## src/rtl/m_csr_unit_pkg.sv

```systemverilog
//------------------------------------------------------------------------------
// m_csr_unit_pkg
// Shared M-mode CSR definitions: addresses, causes, mstatus layout, WARL masks.
// Revision: 1.0
//------------------------------------------------------------------------------
`default_nettype none

package m_csr_unit_pkg;

   typedef enum logic [1:0] {
      CSR_OP_READ  = 2'b00,
      CSR_OP_WRITE = 2'b01,
      CSR_OP_SET   = 2'b10,
      CSR_OP_CLEAR = 2'b11
   } csr_op_e;

   typedef enum logic [11:0] {
      CSR_MSTATUS  = 12'h300,
      CSR_MISA     = 12'h301,
      CSR_MIE      = 12'h304,
      CSR_MTVEC    = 12'h305,
      CSR_MSTATUSH = 12'h310,
      CSR_MSCRATCH = 12'h340,
      CSR_MEPC     = 12'h341,
      CSR_MCAUSE   = 12'h342,
      CSR_MTVAL    = 12'h343,
      CSR_MIP      = 12'h344,
      CSR_MHARTID  = 12'hF14
   } csr_addr_e;

   typedef enum logic [3:0] {
      CAUSE_INSN_MISALIGN  = 4'd0,
      CAUSE_INSN_FAULT     = 4'd1,
      CAUSE_ILLEGAL_INST   = 4'd2,
      CAUSE_BREAKPOINT     = 4'd3,
      CAUSE_LOAD_MISALIGN  = 4'd4,
      CAUSE_LOAD_FAULT     = 4'd5,
      CAUSE_STORE_MISALIGN = 4'd6,
      CAUSE_STORE_FAULT    = 4'd7,
      CAUSE_ECALL_M        = 4'd11
   } exc_cause_e;

   typedef enum logic [3:0] {
      IRQ_MSI = 4'd3,
      IRQ_MTI = 4'd7,
      IRQ_MEI = 4'd11
   } irq_cause_e;

   // Interrupt flag of mcause sits in the top bit for whichever Xlen is in use.
   function automatic logic [63:0] irq_bit(input int unsigned xlen);
      return 64'd1 << (xlen - 1);
   endfunction

   typedef struct packed {
      logic mpie;
      logic mie;
   } mstatus_t;

   localparam int unsigned MSTATUS_MIE_BIT  = 3;
   localparam int unsigned MSTATUS_MPIE_BIT = 7;

   localparam logic [63:0] MSTATUS_WMASK   = 64'h0000_0000_0000_1888;
   localparam logic [63:0] MIE_WMASK       = 64'h0000_0000_0000_0888;
   localparam logic [63:0] MTVEC_BASE_MASK = ~64'h3;

endpackage

`default_nettype wire

```

## src/rtl/m_csr_unit_irq.sv

```systemverilog
//------------------------------------------------------------------------------
// m_irq_arbiter
// Registers the M-level interrupt lines into mip and picks MEI > MSI > MTI.
// Revision: 1.0
//------------------------------------------------------------------------------
`default_nettype none

module m_irq_arbiter
   import m_csr_unit_pkg::*;
#(
   parameter int unsigned Xlen = 64
) (
   input  logic            clk_i,
   input  logic            rst_ni,
   input  logic            irq_msi_i,
   input  logic            irq_mti_i,
   input  logic            irq_mei_i,
   input  logic [2:0]      mie_i,
   input  logic            mstatus_mie_i,
   output logic [2:0]      mip_o,
   output logic            irq_pending_o,
   output logic [Xlen-1:0] irq_cause_o
);

   localparam logic [63:0] c_irq_bit = irq_bit(Xlen);

   logic [2:0] r_mip;
   logic [2:0] w_act;
   logic [3:0] w_code;

   // Bit order {MEIP, MTIP, MSIP} throughout.
   always_ff @(posedge clk_i or negedge rst_ni) begin
      if (!rst_ni) begin
         r_mip <= 3'b000;
      end else begin
         r_mip <= {irq_mei_i, irq_mti_i, irq_msi_i};
      end
   end

   assign w_act = r_mip & mie_i;

   always_comb begin
      w_code = 4'd0;
      if (w_act[2]) begin
         w_code = IRQ_MEI;
      end else if (w_act[0]) begin
         w_code = IRQ_MSI;
      end else if (w_act[1]) begin
         w_code = IRQ_MTI;
      end
   end

   assign mip_o         = r_mip;
   assign irq_pending_o = mstatus_mie_i & (|w_act);
   assign irq_cause_o   = (|w_act) ? (c_irq_bit[Xlen-1:0] | {{(Xlen-4){1'b0}}, w_code})
                                   : {Xlen{1'b0}};

endmodule

`default_nettype wire

```

## src/rtl/m_csr_unit.sv

```systemverilog
//------------------------------------------------------------------------------
// m_csr_unit
// Machine-mode CSR file with Zicsr access, trap entry / mret sequencing.
// Revision: 1.0
//------------------------------------------------------------------------------
`default_nettype none

module m_csr_unit
   import m_csr_unit_pkg::*;
#(
   parameter int unsigned     Xlen       = 64,
   parameter logic [Xlen-1:0] HartId     = '0,
   parameter logic [Xlen-1:0] MtvecReset = '0,
   parameter bit              VectoredEn = 1'b1
) (
   input  logic            clk_i,
   input  logic            rst_ni,
   input  logic            csr_valid_i,
   input  logic [1:0]      csr_op_i,
   input  logic [11:0]     csr_addr_i,
   input  logic [Xlen-1:0] csr_wdata_i,
   output logic [Xlen-1:0] csr_rdata_o,
   output logic            csr_illegal_o,
   input  logic            trap_valid_i,
   input  logic [Xlen-1:0] trap_cause_i,
   input  logic [Xlen-1:0] trap_pc_i,
   input  logic [Xlen-1:0] trap_tval_i,
   input  logic            mret_i,
   input  logic            irq_msi_i,
   input  logic            irq_mti_i,
   input  logic            irq_mei_i,
   output logic            irq_pending_o,
   output logic [Xlen-1:0] irq_cause_o,
   output logic            redirect_valid_o,
   output logic [Xlen-1:0] redirect_pc_o
);

   localparam logic [Xlen-1:0] c_low2_mask = MTVEC_BASE_MASK[Xlen-1:0];
   localparam logic [Xlen-1:0] c_misa_ext  = {{(Xlen-13){1'b0}}, 13'h1100};

   mstatus_t        r_mstatus;
   logic [Xlen-1:0] r_mtvec, r_mepc, r_mcause, r_mtval, r_mscratch, r_mie;
   logic            r_redirect_valid;
   logic [Xlen-1:0] r_redirect_pc;

   csr_op_e         w_op;
   logic [2:0]      w_mip;
   logic [Xlen-1:0] w_misa, w_mstatus_rd, w_mip_rd, w_old, w_wval;
   logic [Xlen-1:0] w_mtvec_new, w_base, w_trap_target;
   logic            w_mstatush_ok, w_hit, w_we, w_mode_ok, w_vectored;

   generate
      if (Xlen == 32) begin : g_misa32
         assign w_misa        = {2'b01, {(Xlen-2){1'b0}}} | c_misa_ext;
         assign w_mstatush_ok = 1'b1;
      end else begin : g_misa64
         assign w_misa        = {2'b10, {(Xlen-2){1'b0}}} | c_misa_ext;
         assign w_mstatush_ok = 1'b0;
      end
   endgenerate

   assign w_op         = csr_op_e'(csr_op_i);
   assign w_mstatus_rd = {{(Xlen-13){1'b0}}, 2'b11, 3'b000, r_mstatus.mpie, 3'b000,
                          r_mstatus.mie, 3'b000};

   always_comb begin
      w_mip_rd     = '0;
      w_mip_rd[3]  = w_mip[0];
      w_mip_rd[7]  = w_mip[1];
      w_mip_rd[11] = w_mip[2];
   end

   always_comb begin
      w_old = '0;
      w_hit = 1'b1;
      case (csr_addr_i)
         CSR_MHARTID:  w_old = HartId;
         CSR_MISA:     w_old = w_misa;
         CSR_MSTATUS:  w_old = w_mstatus_rd;
         CSR_MSTATUSH: w_hit = w_mstatush_ok;
         CSR_MTVEC:    w_old = r_mtvec;
         CSR_MIE:      w_old = r_mie;
         CSR_MIP:      w_old = w_mip_rd;
         CSR_MSCRATCH: w_old = r_mscratch;
         CSR_MEPC:     w_old = r_mepc;
         CSR_MCAUSE:   w_old = r_mcause;
         CSR_MTVAL:    w_old = r_mtval;
         default:      w_hit = 1'b0;
      endcase
   end

   always_comb begin
      w_wval = w_old;
      case (w_op)
         CSR_OP_WRITE: w_wval = csr_wdata_i;
         CSR_OP_SET:   w_wval = w_old | csr_wdata_i;
         CSR_OP_CLEAR: w_wval = w_old & ~csr_wdata_i;
         default:      w_wval = w_old;
      endcase
   end

   assign csr_rdata_o   = w_old;
   assign csr_illegal_o = csr_valid_i &
                          (~w_hit | ((w_op != CSR_OP_READ) && (csr_addr_i[11:10] == 2'b11)));
   // Trap and mret outrank a CSR write in the same cycle; the write is simply lost.
   assign w_we = csr_valid_i & ~csr_illegal_o & (w_op != CSR_OP_READ) & ~trap_valid_i & ~mret_i;

   assign w_mode_ok   = (w_wval[1:0] == 2'b00) | ((w_wval[1:0] == 2'b01) & VectoredEn);
   assign w_mtvec_new = (w_wval & c_low2_mask) |
                        {{(Xlen-2){1'b0}}, (w_mode_ok ? w_wval[1:0] : r_mtvec[1:0])};

   assign w_base        = r_mtvec & c_low2_mask;
   assign w_vectored    = trap_cause_i[Xlen-1] & (r_mtvec[1:0] == 2'b01);
   assign w_trap_target = w_vectored ? (w_base + {trap_cause_i[Xlen-3:0], 2'b00}) : w_base;

   always_ff @(posedge clk_i or negedge rst_ni) begin
      if (!rst_ni) begin
         r_mstatus        <= '0;
         r_mtvec          <= MtvecReset & c_low2_mask;
         r_mepc           <= '0;
         r_mcause         <= '0;
         r_mtval          <= '0;
         r_mscratch       <= '0;
         r_mie            <= '0;
         r_redirect_valid <= 1'b0;
         r_redirect_pc    <= '0;
      end else begin
         r_redirect_valid <= trap_valid_i | mret_i;
         if (trap_valid_i) begin
            r_mepc         <= trap_pc_i & c_low2_mask;
            r_mcause       <= trap_cause_i;
            r_mtval        <= trap_tval_i;
            r_mstatus.mpie <= r_mstatus.mie;
            r_mstatus.mie  <= 1'b0;
            r_redirect_pc  <= w_trap_target;
         end else if (mret_i) begin
            r_mstatus.mie  <= r_mstatus.mpie;
            r_mstatus.mpie <= 1'b1;
            r_redirect_pc  <= r_mepc;
         end else if (w_we) begin
            case (csr_addr_i)
               CSR_MSTATUS: begin
                  r_mstatus.mie  <= w_wval[MSTATUS_MIE_BIT] & MSTATUS_WMASK[MSTATUS_MIE_BIT];
                  r_mstatus.mpie <= w_wval[MSTATUS_MPIE_BIT] & MSTATUS_WMASK[MSTATUS_MPIE_BIT];
               end
               CSR_MTVEC:    r_mtvec    <= w_mtvec_new;
               CSR_MIE:      r_mie      <= w_wval & MIE_WMASK[Xlen-1:0];
               CSR_MSCRATCH: r_mscratch <= w_wval;
               CSR_MEPC:     r_mepc     <= w_wval & c_low2_mask;
               CSR_MCAUSE:   r_mcause   <= w_wval;
               CSR_MTVAL:    r_mtval    <= w_wval;
               default:      ;
            endcase
         end
      end
   end

   assign redirect_valid_o = r_redirect_valid;
   assign redirect_pc_o    = r_redirect_pc;

   m_irq_arbiter #(
      .Xlen (Xlen)
   ) u_irq_arbiter (
      .clk_i         (clk_i),
      .rst_ni        (rst_ni),
      .irq_msi_i     (irq_msi_i),
      .irq_mti_i     (irq_mti_i),
      .irq_mei_i     (irq_mei_i),
      .mie_i         ({r_mie[11], r_mie[7], r_mie[3]}),
      .mstatus_mie_i (r_mstatus.mie),
      .mip_o         (w_mip),
      .irq_pending_o (irq_pending_o),
      .irq_cause_o   (irq_cause_o)
   );

endmodule

`default_nettype wire
```

## config.mk

```make
export PLATFORM = sky130hd
export DESIGN_NAME = m_csr_unit
export DESIGN_NICKNAME = d
export VERILOG_FILES = /design/src/rtl/m_csr_unit_pkg.sv /design/src/rtl/m_csr_unit_irq.sv /design/src/rtl/m_csr_unit.sv
export SDC_FILE = /design/constraint.sdc
export NUM_CORES = 1
export LEC_CHECK = 0
export CORE_MARGIN = 3
export CORE_UTILIZATION = 30
export CTS_BUF_LIST = sky130_fd_sc_hd__clkbuf_4 sky130_fd_sc_hd__clkbuf_8
export DETAILED_ROUTE_END_ITERATION = 10
export PLACE_DENSITY = 0.59
export SYNTH_ARGS = -nofsm -noshare
export SYNTH_HDL_FRONTEND = slang
export SYNTH_SLANG_ARGS = --single-unit
```

## constraint.sdc

```tcl
create_clock -name clk_i -period 3.2 [get_ports clk_i]
set_clock_uncertainty 0.2 [all_clocks]
set_input_delay 0.32 -clock clk_i [delete_from_list [all_inputs] [get_ports clk_i]]
set_output_delay 0.32 -clock clk_i [all_outputs]
set_load 0.01 [all_outputs]
```

==> results of run 1 <==
Yosys cell counts, types with 6 or more instances:
master      n
and2_1     23
a22o_1     60
mux4_2     57
mux2_2     18
o21bai_1   13
xnor2_1    98
nor2_1    266
nand3b_1   12
a22oi_2     9
a21o_1     46
a22oi_1    54
o21ai_1    31
dfrtp_1   389
a21boi_0    6
o21ai_0   264
inv_1      62
a31oi_1    32
buf_1      33
buf_2      35
a221oi_1    9
a211oi_1   35
a21oi_1   376
xor2_1     15
buf_4      62
and3_1     12
ha_1       61
o21a_1      8
mux2i_1    45
or3_1       6
clkbuf_1  130
nand2_1   373
nand4_1     9
nand3_1    20
nor2b_1    35
worst max-delay path, cell delays in order, from the launching register on:
cell      delay, ns
dfrtp_1        0.41
ha_1           0.34
a21oi_1        0.20
o21ai_0        0.18
a21o_1         0.23
a21oi_1        0.32
and3_2         0.32
a2111o_1       0.20
buf_6          0.12
a31oi_4        0.08
or3_1          0.36
nand3_1        0.09
a31oi_1        0.08
stage by stage:
stage | std cells | worst slack [ns]
floorplan | 2863 | 0.00872
global placement | 4452 | -0.766
detailed placement | 4452 | -0.824
CTS | 4613 | -0.171
global route | 4626 | -0.288
finish | 4628 | -0.0945
what timing repair did:
item                                    CTS  global route
gates cloned                              2             0
resized for setup                       141            85
buffers inserted                         21            11
hold endpoints to repair                363             0
endpoints found under the setup margin  102            52
pin swaps                                34            62
hold buffers                              6             0
registers in the layout, summed over array words and instances (netlist names), named ones only:
name                 flops
redirect_valid_o         1
redirect_pc_o           62
r_mcause                64
u_irq_arbiter.mip_o      3
r_mstatus                2
r_mtval                 64
r_mie                    3
r_mtvec                 62
r_mepc                  62
r_mscratch              64
power by group:
| group | total [uW] | switching (uW) | internal (uW) |
|---|---|---|---|
| registers | 5450 | 227 | 5230 |
| logic | 2270 | 1140 | 1140 |
| clock network | 5380 | 2330 | 3050 |
metal layers:
metal  up-vias  wire (um)
met5         -         28
met4         4       1780
met3       115       5970
met2       718      44400
met1     11400      41400
li1      11300          -
area by class of cell:
type,count,area share [%]
Timing Repair Buffer,831,22.2
Multi-Input combinational cell,2148,40.7
Clock inverter,15,0.381
Clock buffer,118,4.27
Inverter,62,0.669
Tap cell,1060,3.81
Sequential cell,389,28.0
Antenna cell,5,0.0360
how the worst max path moves through the flow:
stage                           from           endpoint  slack (ns)  cells past startpoint
floorplan                 r_mtvec[2]  redirect_pc_o[48]       0.009                     12
detailed placement  trap_cause_i[16]  redirect_pc_o[61]       -0.82                     14
CTS                      r_mtvec[20]  redirect_pc_o[61]       -0.17                     14
finish                   r_mtvec[32]  redirect_pc_o[61]       -0.09                     12
global route             r_mtvec[20]  redirect_pc_o[61]       -0.29                     14
global placement    trap_cause_i[25]  redirect_pc_o[63]       -0.77                     12
cell families (layout without fill, tap and decap cells):
| logic type | count (synthesis) | after routing |
|---|---|---|
| buffers and inverters | 326 | 1026 |
| XOR/XNOR | 113 | 113 |
| AND/OR/NAND/NOR | 800 | 800 |
| multiplexers | 122 | 122 |
| other | 1 | 66 |
| AO/OA/AOI/OAI | 990 | 990 |
| adder cells (fa/ha/maj) | 62 | 62 |
| flip-flops | 389 | 389 |
==> impl_metrics.toml, run 1 <==
[layout]
drive_above_1_share_pct = 21.5
finalCoreUtilization_pct = 43.2
fin_area_um2 = 34800
fill_cells = 7950
layout_commonest_cell = "dfrtp_1"
mostFrequentLayoutCells = "dfrtp_1 (389), buf_4 (374), nand2_1 (370), a21oi_1 (353), clkdlybuf4s50_1 (336)"
area_delta_synth_final_pct = 42.4
fin_nets = 3847
multi_input_area_um2 = 14100
regArea_um2 = 9730

[global_route]
overflow = 0
track_usage_pct = 21.5
grt_max_degree = 159
grt_pass1_wl_um = 144000
use_met2_pct = 35.3
use_met1_pct = 29.0
grt_pass1_vias = 23900
antenna_found_initial = 7
top_usage_layer = "met2"
met3_usage_pct = 4.51

[yosys]
synthXorXnorAreaFrac_pct = 4.05
ys_top_cells_by_area = "dfrtp_1 (40%), a21oi_1 (7.7%), nand2_1 (5.7%)"
synth_flop_cell = "dfrtp_1"
synth-edff-count = 0
synth_top_area_share_pct = 39.8
ys_types = 88
async_flop_share_pct = 100
syn-cell-area_um2 = 24400
yosys.area_share.simple_pct = 14.4
syn_inst = 2803
synthAdderAreaFrac_pct = 3.21
yosysTopAreaCell = "dfrtp_1"
synth_top_family_by_area = "compound AO/OA/AOI/OAI gates"
synth_warnings = 0
synth.avg_cell_area_um2 = 8.72
ys_seq_area_share_pct = 39.8
muxShareOfSynthArea_pct = 8.02
synth-compound-area-share_pct = 24.2
ys_ff_latch = 389

[pwr]
p_leak_uw = 0.0159
power.density_nw_per_um2 = 377
ir_drop_mv = 0.258
power_uw = 13100

[run]
max_cap_viol_count = 0

[placement]
dp.final_hpwl_um = 68200
postPlaceCellArea_um2 = 32100
port_buffers = 409
place_congestion = 0.856

[floorplanning]
die_x_um = 291
dieArea_um2 = 84900
io_pins = 473
placement_rows = 104
floorplan.initialDensity_pct = 30.3
core_um2 = 80500
die_y_um = 291

[cts]
cts_made_buffers = 75
clk_latency_ns = 0.66
cts_tree = "built"
path_clk_slew_ns = 0.06
htree_levels = 3
clockBufferDepth = 3
cts_root_buf = "clkbuf_8"
cts.sinks = 389

[route]
num_vias = 23600
postRouteWirelength_um = 93600
avgRoutedWirePerCell_um = 20.2
drt_iter0_markers = 1479
dr.pass1.iters = 6
drc = 0
viasPerCell = 5.09
final_antenna_net_count = 0

[sta]
fin_crit_sh_pct = 103
slew_headroom_pct = 46.8
fin_hold_ws_ns = 0.0553
tightestPinTransition_ns = 0.798
finalHoldViolations = 0
tns_ns = -0.225
max_freq_ghz = 0.304
rsz0062_at_grt = "yes"
setup_viol = 6
fin_crit_ns = 3.29
drv_slew = 0
finalWorstSetupSlack_ns = -0.0945

[setup_path]
cp.required_ns = 3.51
critPathMaxFanout = 4
ff2ff_path_depth = 12
critical_path.startpoint_type = "flip-flop"
crit_path_end_kind = "flip-flop"
crit_arrival_ns = 3.60
regToRegSetupSlack_ns = -0.09
r2r_start = "r_mtvec[32]"
worst_r2r_endpoint = "redirect_pc_o[61]"
critical_path_class = "reg -> reg"

[run_status]
failed_checks = "setup timing"
status = "finished, violations left"

[hold_path]
worstHoldPathType = "in -> async"
Note: power is estimated with default switching activity, not from simulation.
==> inputs of run 2 (changes only) <==
--- a/config.mk
+++ b/config.mk
@@ -6,10 +6,11 @@
 export NUM_CORES = 1
 export LEC_CHECK = 0
 export CORE_MARGIN = 3
-export CORE_UTILIZATION = 30
+export CORE_UTILIZATION = 39
 export CTS_BUF_LIST = sky130_fd_sc_hd__clkbuf_4 sky130_fd_sc_hd__clkbuf_8
 export DETAILED_ROUTE_END_ITERATION = 10
-export PLACE_DENSITY = 0.59
+export GPL_ROUTABILITY_DRIVEN = 0
+export PLACE_DENSITY = 0.69
 export SYNTH_ARGS = -nofsm -noshare
 export SYNTH_HDL_FRONTEND = slang
 export SYNTH_SLANG_ARGS = --single-unit
==> constraint.sdc (replaced) <==
create_clock -name clk_i -period 3.25 [get_ports clk_i]
set_clock_uncertainty 0.2 [all_clocks]
set_input_delay 0.325 -clock clk_i [delete_from_list [all_inputs] [get_ports clk_i]]
set_output_delay 0.325 -clock clk_i [all_outputs]
set_load 0.01 [all_outputs]
==> run 2 against run 1 <==
  * The flow still finishes with violations (setup timing)
  * Worst setup slack improved by 0.055 ns
  * Register-to-register slack improved by 0.06 ns
  * Fmax rose by 0.15%
==> impl_metrics.toml, run 2 (synthesized netlist as in run 1, its figures left out) <==
[cts]
cts_made_buffers = 71
cts_root_buf = "clkbuf_8"
cts_tree = "built"
htree_levels = 3
clk_latency_ns = 0.66
cts.sinks = 389
clockBufferDepth = 3
path_clk_slew_ns = 0.06

[global_route]
antenna_found_initial = 5
grt_pass1_vias = 23700
overflow = 0
met3_usage_pct = 5.25
track_usage_pct = 27.1
use_met1_pct = 36.7
use_met2_pct = 43.0
grt_max_degree = 239
grt_pass1_wl_um = 140000
top_usage_layer = "met2"

[setup_path]
critical_path.startpoint_type = "flip-flop"
ff2ff_path_depth = 13
crit_path_end_kind = "flip-flop"
worst_r2r_endpoint = "redirect_pc_o[58]"
r2r_start = "r_mtvec[31]"
cp.required_ns = 3.52
critical_path_class = "reg -> reg"
crit_arrival_ns = 3.56
critPathMaxFanout = 4
regToRegSetupSlack_ns = -0.04

[route]
final_antenna_net_count = 0
viasPerCell = 5.53
postRouteWirelength_um = 92400
drc = 0
dr.pass1.iters = 5
num_vias = 24200
drt_iter0_markers = 2025
avgRoutedWirePerCell_um = 21.1

[layout]
layout_commonest_cell = "dfrtp_1"
mostFrequentLayoutCells = "dfrtp_1 (389), nand2_1 (372), a21oi_1 (361), buf_4 (352), clkdlybuf4s50_1 (349)"
fin_nets = 3823
fill_cells = 5503
drive_above_1_share_pct = 20.4
largestRegisters = "r_mcause (64), r_mscratch (64), r_mtval (64)"
area_delta_synth_final_pct = 40.3
multi_input_area_um2 = 14100
regArea_um2 = 9730

[placement]
port_buffers = 409
dp.final_hpwl_um = 64000
pre_cts_slack_ns = -0.787

[sta]
fin_hold_ws_ns = 0.0710
max_freq_ghz = 0.304
rsz0062_at_grt = "yes"
tightestPinTransition_ns = 1.22
fin_crit_ns = 3.29
fin_crit_sh_pct = 101
slew_headroom_pct = 18.9
drv_slew = 0
setup_viol = 2
finalHoldViolations = 0
finalWorstSetupSlack_ns = -0.0395

[pwr]
p_leak_uw = 0.0160
power.density_nw_per_um2 = 366
ir_drop_mv = 0.254
power_uw = 12600

[floorplanning]
dieArea_um2 = 65700
die_y_um = 256
floorplan.initialDensity_pct = 39.5
placement_rows = 91
core_um2 = 61800
io_pins = 473
die_x_um = 256

[run_status]
failed_checks = "setup timing"
status = "finished, violations left"

[hold_path]
worstHoldPathType = "in -> async"

[run]
max_cap_viol_count = 0
## run 2: critical path, cell delays in order, from the launching register on
cell,delay [ns]
dfrtp_1,0.44
ha_1,0.33
a21o_1,0.16
a21o_1,0.18
a21oi_1,0.32
and3_1,0.27
o21ai_0,0.11
buf_4,0.16
o211ai_1,0.20
buf_4,0.18
a21oi_2,0.07
or3_4,0.34
nand3_2,0.08
a31oi_1,0.09
## run 2: what timing repair did
item | in CTS | in global routing
gates cloned | 4 | 1
setup buffers | 10 | 14
endpoints found under the hold margin | 409 | 0
hold buffers | 7 | 0
pin swaps | 22 | 59
endpoints found under the setup margin | 79 | 70
resized for setup | 72 | 108
## run 2: stage by stage
step	util (%)	std cells	setup TNS [ns]	area, um2
finish	55.5	4372	-0.0563	34300
global route	55.4	4371	-1.98	34300
CTS	54.4	4353	-0.0846	33600
detailed placement	51.2	4212	-51.05	31700
global placement	51.2	4212	-47.02	31700
floorplan	-	2863	0	24700
## run 2: layout make-up
class                           instances  area share, %
Antenna cell                            5         0.0365
Clock buffer                          110           4.07
Clock inverter                         10          0.245
Inverter                               62          0.679
Multi-Input combinational cell       2148           41.0
Sequential cell                       389           28.4
Tap cell                              837           3.05
Timing Repair Buffer                  811           22.5
## run 2: worst max-delay path by stage
stage / depth (start not counted) / start / to
after floorplan: 12 / r_mtvec[2] / redirect_pc_o[48]
after global placement: 14 / trap_cause_i[0] / redirect_pc_o[24]
after detailed placement: 14 / trap_cause_i[0] / redirect_pc_o[60]
after CTS: 14 / r_mtvec[2] / redirect_pc_o[58]
after global routing: 13 / r_mtvec[31] / redirect_pc_o[58]
final: 13 / r_mtvec[31] / redirect_pc_o[58]
## run 2: layer usage
metal,vias up,wire (um)
li1,11200,-
met1,11700,39700
met2,1031,42500
met3,201,7010
met4,0,3230
met5,-,0
## run 2: power by group
| group | total, uW | internal (uW) | switching [uW] |
|---|---|---|---|
| sequential | 5370 | 5140 | 221 |
| combinational | 2250 | 1110 | 1140 |
| clock | 4940 | 2800 | 2150 |
